[src/rtl/nibble_serial_adder_if.sv]
// Handshake and operand/result bus for nibble_serial_adder.
// master = operand producer / result consumer, slave = the adder.
interface nibble_serial_adder_if #(
    parameter int WIDTH = 16
);
    logic             in_valid;
    logic             in_ready;
    logic [WIDTH-1:0] a;
    logic [WIDTH-1:0] b;
    logic             c_in;
    logic             out_valid;
    logic             out_ready;
    logic [WIDTH-1:0] sum;
    logic             c_out;
    logic             ovf;

    modport master (
        output in_valid, a, b, c_in, out_ready,
        input  in_ready, out_valid, sum, c_out, ovf
    );

    modport slave (
        input  in_valid, a, b, c_in, out_ready,
        output in_ready, out_valid, sum, c_out, ovf
    );
endinterface

[src/rtl/nibble_serial_adder.sv]
// WIDTH-bit adder built from one shared 4-bit carry-lookahead cell,
// processing one nibble per clock, least-significant nibble first.
module cla4 (
    input  logic [3:0] a,
    input  logic [3:0] b,
    input  logic       c_in,
    output logic [3:0] s,
    output logic       c_out
);
    logic [3:0] g;
    logic [3:0] p;
    logic [4:0] c;

    assign g = a & b;
    assign p = a ^ b;

    assign c[0] = c_in;
    assign c[1] = g[0] | (p[0] & c_in);
    assign c[2] = g[1] | (p[1] & g[0]) | (p[1] & p[0] & c_in);
    assign c[3] = g[2] | (p[2] & g[1]) | (p[2] & p[1] & g[0]) | (p[2] & p[1] & p[0] & c_in);
    assign c[4] = g[3] | (p[3] & g[2]) | (p[3] & p[2] & g[1]) | (p[3] & p[2] & p[1] & g[0])
                | (p[3] & p[2] & p[1] & p[0] & c_in);

    assign s     = p ^ c[3:0];
    assign c_out = c[4];
endmodule

module nibble_serial_adder #(
    parameter int WIDTH = 16
) (
    input  logic                 clk,
    input  logic                 reset,
    nibble_serial_adder_if.slave bus
);
    localparam int NIB  = WIDTH / 4;
    localparam int IDXW = (NIB > 1) ? $clog2(NIB) : 1;

    if ((WIDTH % 4 != 0) || (WIDTH < 4)) begin : g_bad_width
        $error("nibble_serial_adder: WIDTH must be a multiple of 4 and at least 4");
    end

    typedef enum logic [1:0] {IDLE, RUN, DONE} state_t;

    state_t           state;
    logic [WIDTH-1:0] a_r;
    logic [WIDTH-1:0] b_r;
    logic [WIDTH-1:0] s_r;
    logic [WIDTH-1:0] s_next;
    logic             cy;
    logic [IDXW-1:0]  idx;
    logic [3:0]       cell_s;
    logic             cell_cout;
    logic             last;
    logic             msb_cin;

    cla4 u_cla (
        .a     (a_r[3:0]),
        .b     (b_r[3:0]),
        .c_in  (cy),
        .s     (cell_s),
        .c_out (cell_cout)
    );

    // New nibble enters S_r from the top so the LS nibble ends up at bit 0.
    always_comb begin
        s_next = s_r >> 4;
        s_next[WIDTH-1 -: 4] = cell_s;
    end

    assign last    = (idx == IDXW'(NIB - 1));
    assign msb_cin = a_r[3] ^ b_r[3] ^ cell_s[3];

    assign bus.in_ready = (state == IDLE) && !reset;

    always_ff @(posedge clk or posedge reset) begin
        if (reset) begin
            state         <= IDLE;
            a_r           <= '0;
            b_r           <= '0;
            s_r           <= '0;
            cy            <= 1'b0;
            idx           <= '0;
            bus.out_valid <= 1'b0;
            bus.sum       <= '0;
            bus.c_out     <= 1'b0;
            bus.ovf       <= 1'b0;
        end else begin
            case (state)
                IDLE: begin
                    if (bus.in_valid) begin
                        a_r   <= bus.a;
                        b_r   <= bus.b;
                        cy    <= bus.c_in;
                        idx   <= '0;
                        state <= RUN;
                    end
                end
                RUN: begin
                    a_r <= a_r >> 4;
                    b_r <= b_r >> 4;
                    s_r <= s_next;
                    cy  <= cell_cout;
                    // idx stops on the last nibble; only a new accept clears it.
                    if (last) begin
                        bus.out_valid <= 1'b1;
                        bus.sum       <= s_next;
                        bus.c_out     <= cell_cout;
                        bus.ovf       <= msb_cin ^ cell_cout;
                        state         <= DONE;
                    end else begin
                        idx <= idx + 1'b1;
                    end
                end
                DONE: begin
                    if (bus.out_ready) begin
                        bus.out_valid <= 1'b0;
                        state         <= IDLE;
                    end
                end
                default: state <= IDLE;
            endcase
        end
    end
endmodule

[src/flat_wrapper.sv]
// flat-port wrapper written by rule: the top's interface ports become plain ports
module nibble_serial_adder_flat 
#(
    parameter int WIDTH = 16
)
  (clk, reset, bus_in_valid, bus_a, bus_b, bus_c_in, bus_out_ready, bus_in_ready, bus_out_valid, bus_sum, bus_c_out, bus_ovf);
  nibble_serial_adder_if #(.WIDTH(WIDTH)) bus_i ();
  input  logic clk;
  input  logic reset;
  input wire logic [$bits(bus_i.in_valid)-1:0] bus_in_valid;
  input wire logic [$bits(bus_i.a)-1:0] bus_a;
  input wire logic [$bits(bus_i.b)-1:0] bus_b;
  input wire logic [$bits(bus_i.c_in)-1:0] bus_c_in;
  input wire logic [$bits(bus_i.out_ready)-1:0] bus_out_ready;
  output wire logic [$bits(bus_i.in_ready)-1:0] bus_in_ready;
  output wire logic [$bits(bus_i.out_valid)-1:0] bus_out_valid;
  output wire logic [$bits(bus_i.sum)-1:0] bus_sum;
  output wire logic [$bits(bus_i.c_out)-1:0] bus_c_out;
  output wire logic [$bits(bus_i.ovf)-1:0] bus_ovf;
  assign bus_i.in_valid = bus_in_valid;
  assign bus_i.a = bus_a;
  assign bus_i.b = bus_b;
  assign bus_i.c_in = bus_c_in;
  assign bus_i.out_ready = bus_out_ready;
  assign bus_in_ready = bus_i.in_ready;
  assign bus_out_valid = bus_i.out_valid;
  assign bus_sum = bus_i.sum;
  assign bus_c_out = bus_i.c_out;
  assign bus_ovf = bus_i.ovf;
  nibble_serial_adder #(.WIDTH(WIDTH)) u_core (.clk(clk), .reset(reset), .bus(bus_i));
endmodule
[config.mk]
export PLATFORM = sky130hd
export DESIGN_NAME = nibble_serial_adder_flat
export DESIGN_NICKNAME = d
export VERILOG_FILES = /design/src/rtl/nibble_serial_adder_if.sv /design/src/rtl/nibble_serial_adder.sv /design/src/flat_wrapper.sv
export SDC_FILE = /design/constraint.sdc
export NUM_CORES = 1
export LEC_CHECK = 0
export CAP_MARGIN = 20
export CORE_MARGIN = 2
export CORE_UTILIZATION = 40
export DETAILED_ROUTE_END_ITERATION = 6
export PLACE_DENSITY_LB_ADDON = 0.2
export SLEW_MARGIN = 0
export SYNTH_ARGS = -nofsm -noshare
export SYNTH_HDL_FRONTEND = slang
export SYNTH_SLANG_ARGS = --single-unit
[constraint.sdc]
create_clock -name clk -period 3.4 [get_ports clk]
set_input_delay 1.02 -clock clk [delete_from_list [all_inputs] [get_ports clk]]
set_output_delay 1.02 -clock clk [all_outputs]
set_load 0.02 [all_outputs]
Yosys cells after proc, flatten, opt, wreduce, memory -nomap -nowiden. Index checks and enable logic that the tools add are counted. Widths: inputs -> output; s select.

Bits in registers: 72. Input bits: 37. Output and inout bits: 20. Logic and storage cells: 76.

$add $sub $neg: 1. Equality and inequality tests: 7. Mux-type cells: 16. Bitwise operators: 32. Reductions and logical operators: 10.

Operator list (number): $pmux 16 s2 (2); $mux 16 (2); $and 1x1->1 (16); $mux 2 (5); $or 1x1->1 (10); $reduce_and 3->1 (3); $xor 4x4->4 (2); $ne 2x2->1 const B (3); $pmux 2 s3 (1); $and 4x4->4 (1); $eq 2x2->1 const B (2); $pmux 1 s2 (2); $pmux 2 s2 (1); $reduce_and 2->1 (2); $reduce_bool 2->1 (2); $mux 1 (3); $xor 1x1->1 (3); $add 2x1->2 const B (1); $eq 2x1->1 const B (1); $logic_not 2->1 (1); $ne 2x1->1 const B (1); $logic_and 1x1->1 (1); $logic_not 1->1 (1).

Longest topological paths before layout.
Depth in word-level cells: 8. Depth in mapped cells: 6. Depth with buffers taken out: 5.

Modules after synthesis. A second synthesis with hierarchy kept.

Cells, all modules: 255. Area, all modules: 3169.3 µm².

By module, submodules not included: nibble_serial_adder (instances 1, cells each 238, area an instance 3021.6 µm², sequential area each 1701.6 µm²); cla4 (instances 1, cells each 17, area an instance 147.6 µm², sequential area each 0.0 µm²).

Least setup slack after synthesis. OpenSTA, ideal clock, no wires.

Kind: input to output. Start point: in reset. End point: out bus_in_ready. Arrival: 1.475 ns. Required time: 2.380 ns. Setup slack: 0.905 ns. Stages: 1. Path buffers: 0. Cells stage by stage: nor3_1.

Cells in the longest elaborated chain, start to end: 2.

RTL lines: start: declaration (line flat_wrapper.sv:9) `input logic reset;`; $logic_not 1->1 (line nibble_serial_adder.sv:73) `assign bus.in_ready = (state == IDLE) && !reset;`; $logic_and 1x1->1 (line nibble_serial_adder.sv:73); end: declaration (line flat_wrapper.sv:15) `output wire logic [$bits(bus_i.in_ready)-1:0] bus_in_ready;`.

No other way between the ends.

Worst setup path after layout. Same ends and word-level chain as after synthesis.

==> results.py <==
metrics = {
    "hold_path": {
        "hold_end": "u_core.bus.sum[3]$_DFFE_PP0P_",
        "min_path_type": "reg2reg",
        "min_path_cells": 2,
        "min-delay-start": "u_core.s_r[7]$_DFFE_PP0P_",
    },
    "timing": {
        "layout_min_cycle_time_ps": 3270,
        "maxSlewViolCount": 0,
        "achievable-frequency_mhz": 306,
        "grt_setup_unrepaired": "no",
        "timing.clock.skew_ps": 11.6,
        "max-slew-margin-rel": 0.520,
        "count_of_endpoints_failing_hold_in_the_final_timing_report": 0,
        "final.period_utilization": 0.962,
        "worst-slew-pin-transition_ps": 720,
        "count_of_final_setup_violators": 0,
        "fin_setup_tns_ps": 0,
    },
    "synthesis": {
        "ys_ff_latch": 68,
        "yosys_top_cell_by_area": "sky130_fd_sc_hd__dfrtp_1",
        "netlist_area_um2": 2970,
        "yosys_warnings": 0,
        "cells_after_synth": 280,
        "syn-num-nets": 323,
        "netlist-cell-type-count": 31,
        "synth_top_cells_by_area": "sky130_fd_sc_hd__dfrtp_1, sky130_fd_sc_hd__nand2_1, sky130_fd_sc_hd__o21ai_0",
        "post_synth.cell_area_avg_um2": 10.6,
        "ys_seq_area_frac": 0.574,
        "yosysTopAreaCellShare": 0.574,
    },
    "cells_and_area": {
        "layout.nets": 379,
        "antenna-diode-count": 0,
        "postLayoutCoreUtil": 0.527,
        "areaGrowthSynthToFinish_pct": 28.2,
        "fillers": 702,
        "drive_gt1_frac": 0.114,
    },
    "grt": {
        "overall_global_routing_usage": 0.162,
        "grt_first_pass_wirelength_mm": 10.6,
        "grt_start_max_net_pins": 69,
        "overflow": 0,
        "number_of_antenna_violations_at_the_first_check_in_global_routing": 0,
        "first_global_vias": 2214,
    },
    "detailed_routing": {
        "drt_wl_total_mm": 5.96,
        "detail_route.vias_per_cell": 4.98,
        "ant_nets": 0,
        "total_via_count_after_detailed_routing": 2193,
        "route.detailed.wl_per_inst_um": 13.6,
        "detailedRoute.firstIterationViolations": 59,
        "drc_errors": 0,
        "detail_route.first_pass.iterations": 4,
    },
    "power": {
        "power.density_nw_per_um2": 907,
        "power_leakage_nw": 1.72,
        "irDropWorstVdd_uv": 284,
    },
    "worst_setup_path": {
        "critical_path_class": "in2out",
        "worstRegToRegCells": 5,
        "crit_slowest_cell": "sky130_fd_sc_hd__clkdlybuf4s50_1",
        "critical_path_peak_fanout": 2,
        "critPathArrivalTime_ps": 2250,
        "setup.worst_path.start_class": "primary input",
        "cell_chain_of_the_critical_path": "clkdlybuf4s50_1 -> nor3_1 -> clkdlybuf4s50_1",
        "path_delay_family": "buffers and inverters",
        "critical_path.max_stage_delay_ps": 630,
        "worst-endpoint-required_ps": 2380,
        "worst_path_most_repeated_cell": "sky130_fd_sc_hd__clkdlybuf4s50_1",
        "r2r_slack_ps": 1240,
        "setup.worst_path.end_class": "output port",
        "regToRegStartpoint": "u_core.state[0]$_DFFE_PP0P_",
        "cp.buffers_inverters": 2,
        "r2r_end": "u_core.bus.c_out$_DFFE_PP0P_",
    },
    "floorplan": {
        "io_pins": 57,
        "placementRows": 31,
        "core_area_um2": 7210,
        "fp.dieArea_um2": 8120,
        "die_width_um": 90.1,
        "initial_utilization": 0.411,
        "die_height_um": 90.1,
    },
    "cts": {
        "clock_path_buffers": 2,
        "cts_buffers": 9,
        "post_cts.repair.setup_buffers": 0,
        "cts_hold_repair.buffers": 0,
        "clk_pin_slew_ps": 80,
        "clk-insertion-delay-late_ps": 350,
        "cts.repair.resized": 0,
        "ctsRootBufferMaster": "sky130_fd_sc_hd__clkbuf_8",
        "tritoncts_num_sinks": 68,
        "htreeDepth": 3,
        "tritoncts": "yes",
    },
    "run_status": {
        "outcome": "completed",
    },
    "placement": {
        "place_hpwl_mm": 3.95,
        "routabilityCongestion": 0.760,
        "io_buffers": 56,
    },
    "job": {
        "max_cap_viol_count": 0,
    },
}
## registers in the layout, summed over array words and instances, names as in the netlist
register,flops
u_core.idx,2
u_core.s_r,12
u_core.state,2
u_core.bus.ovf,1
u_core.bus.out_valid,1
u_core.b_r,16
u_core.bus.c_out,1
u_core.bus.sum,16
u_core.a_r,16
u_core.cy,1
## power breakdown
group,internal [mW],switching (mW),total [mW]
clock network,0.342,0.335,0.677
logic,0.657,0.771,1.43
registers,1.15,0.195,1.34
## worst max-delay path by stage
stage           from                        end  slack, ps  cells after the start
2_1_floorplan  reset  u_core.a_r[0]$_DFFE_PP0P_        670                      1
3_3_place_gp   reset               bus_in_ready        170                      3
3_5_place_dp   reset               bus_in_ready        130                      3
4_1_cts        reset               bus_in_ready        110                      3
5_1_grt        reset               bus_in_ready         40                      3
6_report       reset               bus_in_ready        130                      3
## cells in the mapped netlist
| master | number |
|---|---|
| sky130_fd_sc_hd__a211o_1 | 1 |
| sky130_fd_sc_hd__a21oi_1 | 10 |
| sky130_fd_sc_hd__a21oi_4 | 1 |
| sky130_fd_sc_hd__a22o_1 | 11 |
| sky130_fd_sc_hd__a22oi_1 | 19 |
| sky130_fd_sc_hd__a2bb2oi_1 | 1 |
| sky130_fd_sc_hd__and3b_1 | 5 |
| sky130_fd_sc_hd__buf_2 | 8 |
| sky130_fd_sc_hd__buf_4 | 3 |
| sky130_fd_sc_hd__buf_6 | 3 |
| sky130_fd_sc_hd__clkbuf_1 | 3 |
| sky130_fd_sc_hd__dfrtp_1 | 68 |
| sky130_fd_sc_hd__fa_1 | 1 |
| sky130_fd_sc_hd__ha_1 | 5 |
| sky130_fd_sc_hd__inv_1 | 7 |
| sky130_fd_sc_hd__mux2_2 | 9 |
| sky130_fd_sc_hd__mux2i_1 | 1 |
| sky130_fd_sc_hd__nand2_1 | 67 |
| sky130_fd_sc_hd__nand2b_1 | 4 |
| sky130_fd_sc_hd__nor2_1 | 7 |
| sky130_fd_sc_hd__nor2_2 | 1 |
| sky130_fd_sc_hd__nor2b_1 | 1 |
| sky130_fd_sc_hd__nor3_1 | 1 |
| sky130_fd_sc_hd__o21a_1 | 1 |
| sky130_fd_sc_hd__o21ai_0 | 30 |
| sky130_fd_sc_hd__o21ai_1 | 1 |
| sky130_fd_sc_hd__o21ai_2 | 3 |
| sky130_fd_sc_hd__o21bai_1 | 1 |
| sky130_fd_sc_hd__o22ai_1 | 3 |
| sky130_fd_sc_hd__or2_4 | 1 |
| sky130_fd_sc_hd__xor2_1 | 3 |
## worst register-to-register path, delay by kind of cell, from the launching register on
family / cells / cell delay (ps)
buffers and inverters: 1 / 380
AND/OR/NAND/NOR: 3 / 1210
flip-flops: 1 / 380
AO/OA/AOI/OAI: 1 / 130
## through the flow
stage / worst slack (ps) / cell area [um^2] / total power, mW / cells / hold slack [ps]
6_report: 128 / 3800 / 3.45 / 440 / 470
5_1_grt: 38.0 / 3800 / 3.74 / 440 / 504
4_1_cts: 111 / 3800 / 3.50 / 440 / 477
3_5_place_dp: 129 / 3600 / 2.82 / 424 / 457
3_3_place_gp: 166 / 3600 / 2.78 / 424 / 448
2_1_floorplan: 668 / 2970 / 2.37 / 280 / 433
## final cells by class
| type | count | area [um^2] | area share |
|---|---|---|---|
| clock buffers | 9 | 124 | 0.0326 |
| clock inverters | 7 | 75.1 | 0.0197 |
| inverters | 7 | 26.3 | 0.00691 |
| multi-input cells | 188 | 1130 | 0.298 |
| flip-flops and latches | 68 | 1700 | 0.447 |
| well taps | 99 | 124 | 0.0326 |
| repair buffers | 62 | 618 | 0.162 |
## logic make-up after synthesis
logic type,Yosys count,share of synthesized area
xor+xnor,3,0.00886
fa+ha+maj,6,0.0278
flops,68,0.574
simple gates,87,0.126
mux,10,0.0375
buf+inv,24,0.0451
compound gates,82,0.181
## per-layer routing
metal,GRT usage,share of wire
met5,0,0
met4,0.0769,0.021
met3,0.0352,0.051
met2,0.249,0.46
met1,0.219,0.47
## cell usage in the layout (no fill, tap or decap), types with 7 or more instances in the layout
| cell | n |
|---|---|
| sky130_fd_sc_hd__clkdlybuf4s50_1 | 56 |
| sky130_fd_sc_hd__mux2_2 | 9 |
| sky130_fd_sc_hd__clkbuf_8 | 9 |
| sky130_fd_sc_hd__nand2_1 | 67 |
| sky130_fd_sc_hd__a22o_1 | 11 |
| sky130_fd_sc_hd__dfrtp_1 | 68 |
| sky130_fd_sc_hd__o21ai_0 | 30 |
| sky130_fd_sc_hd__a21oi_1 | 10 |
| sky130_fd_sc_hd__a22oi_1 | 19 |
| sky130_fd_sc_hd__nor2_1 | 7 |
(Power assumes the default switching activity.)
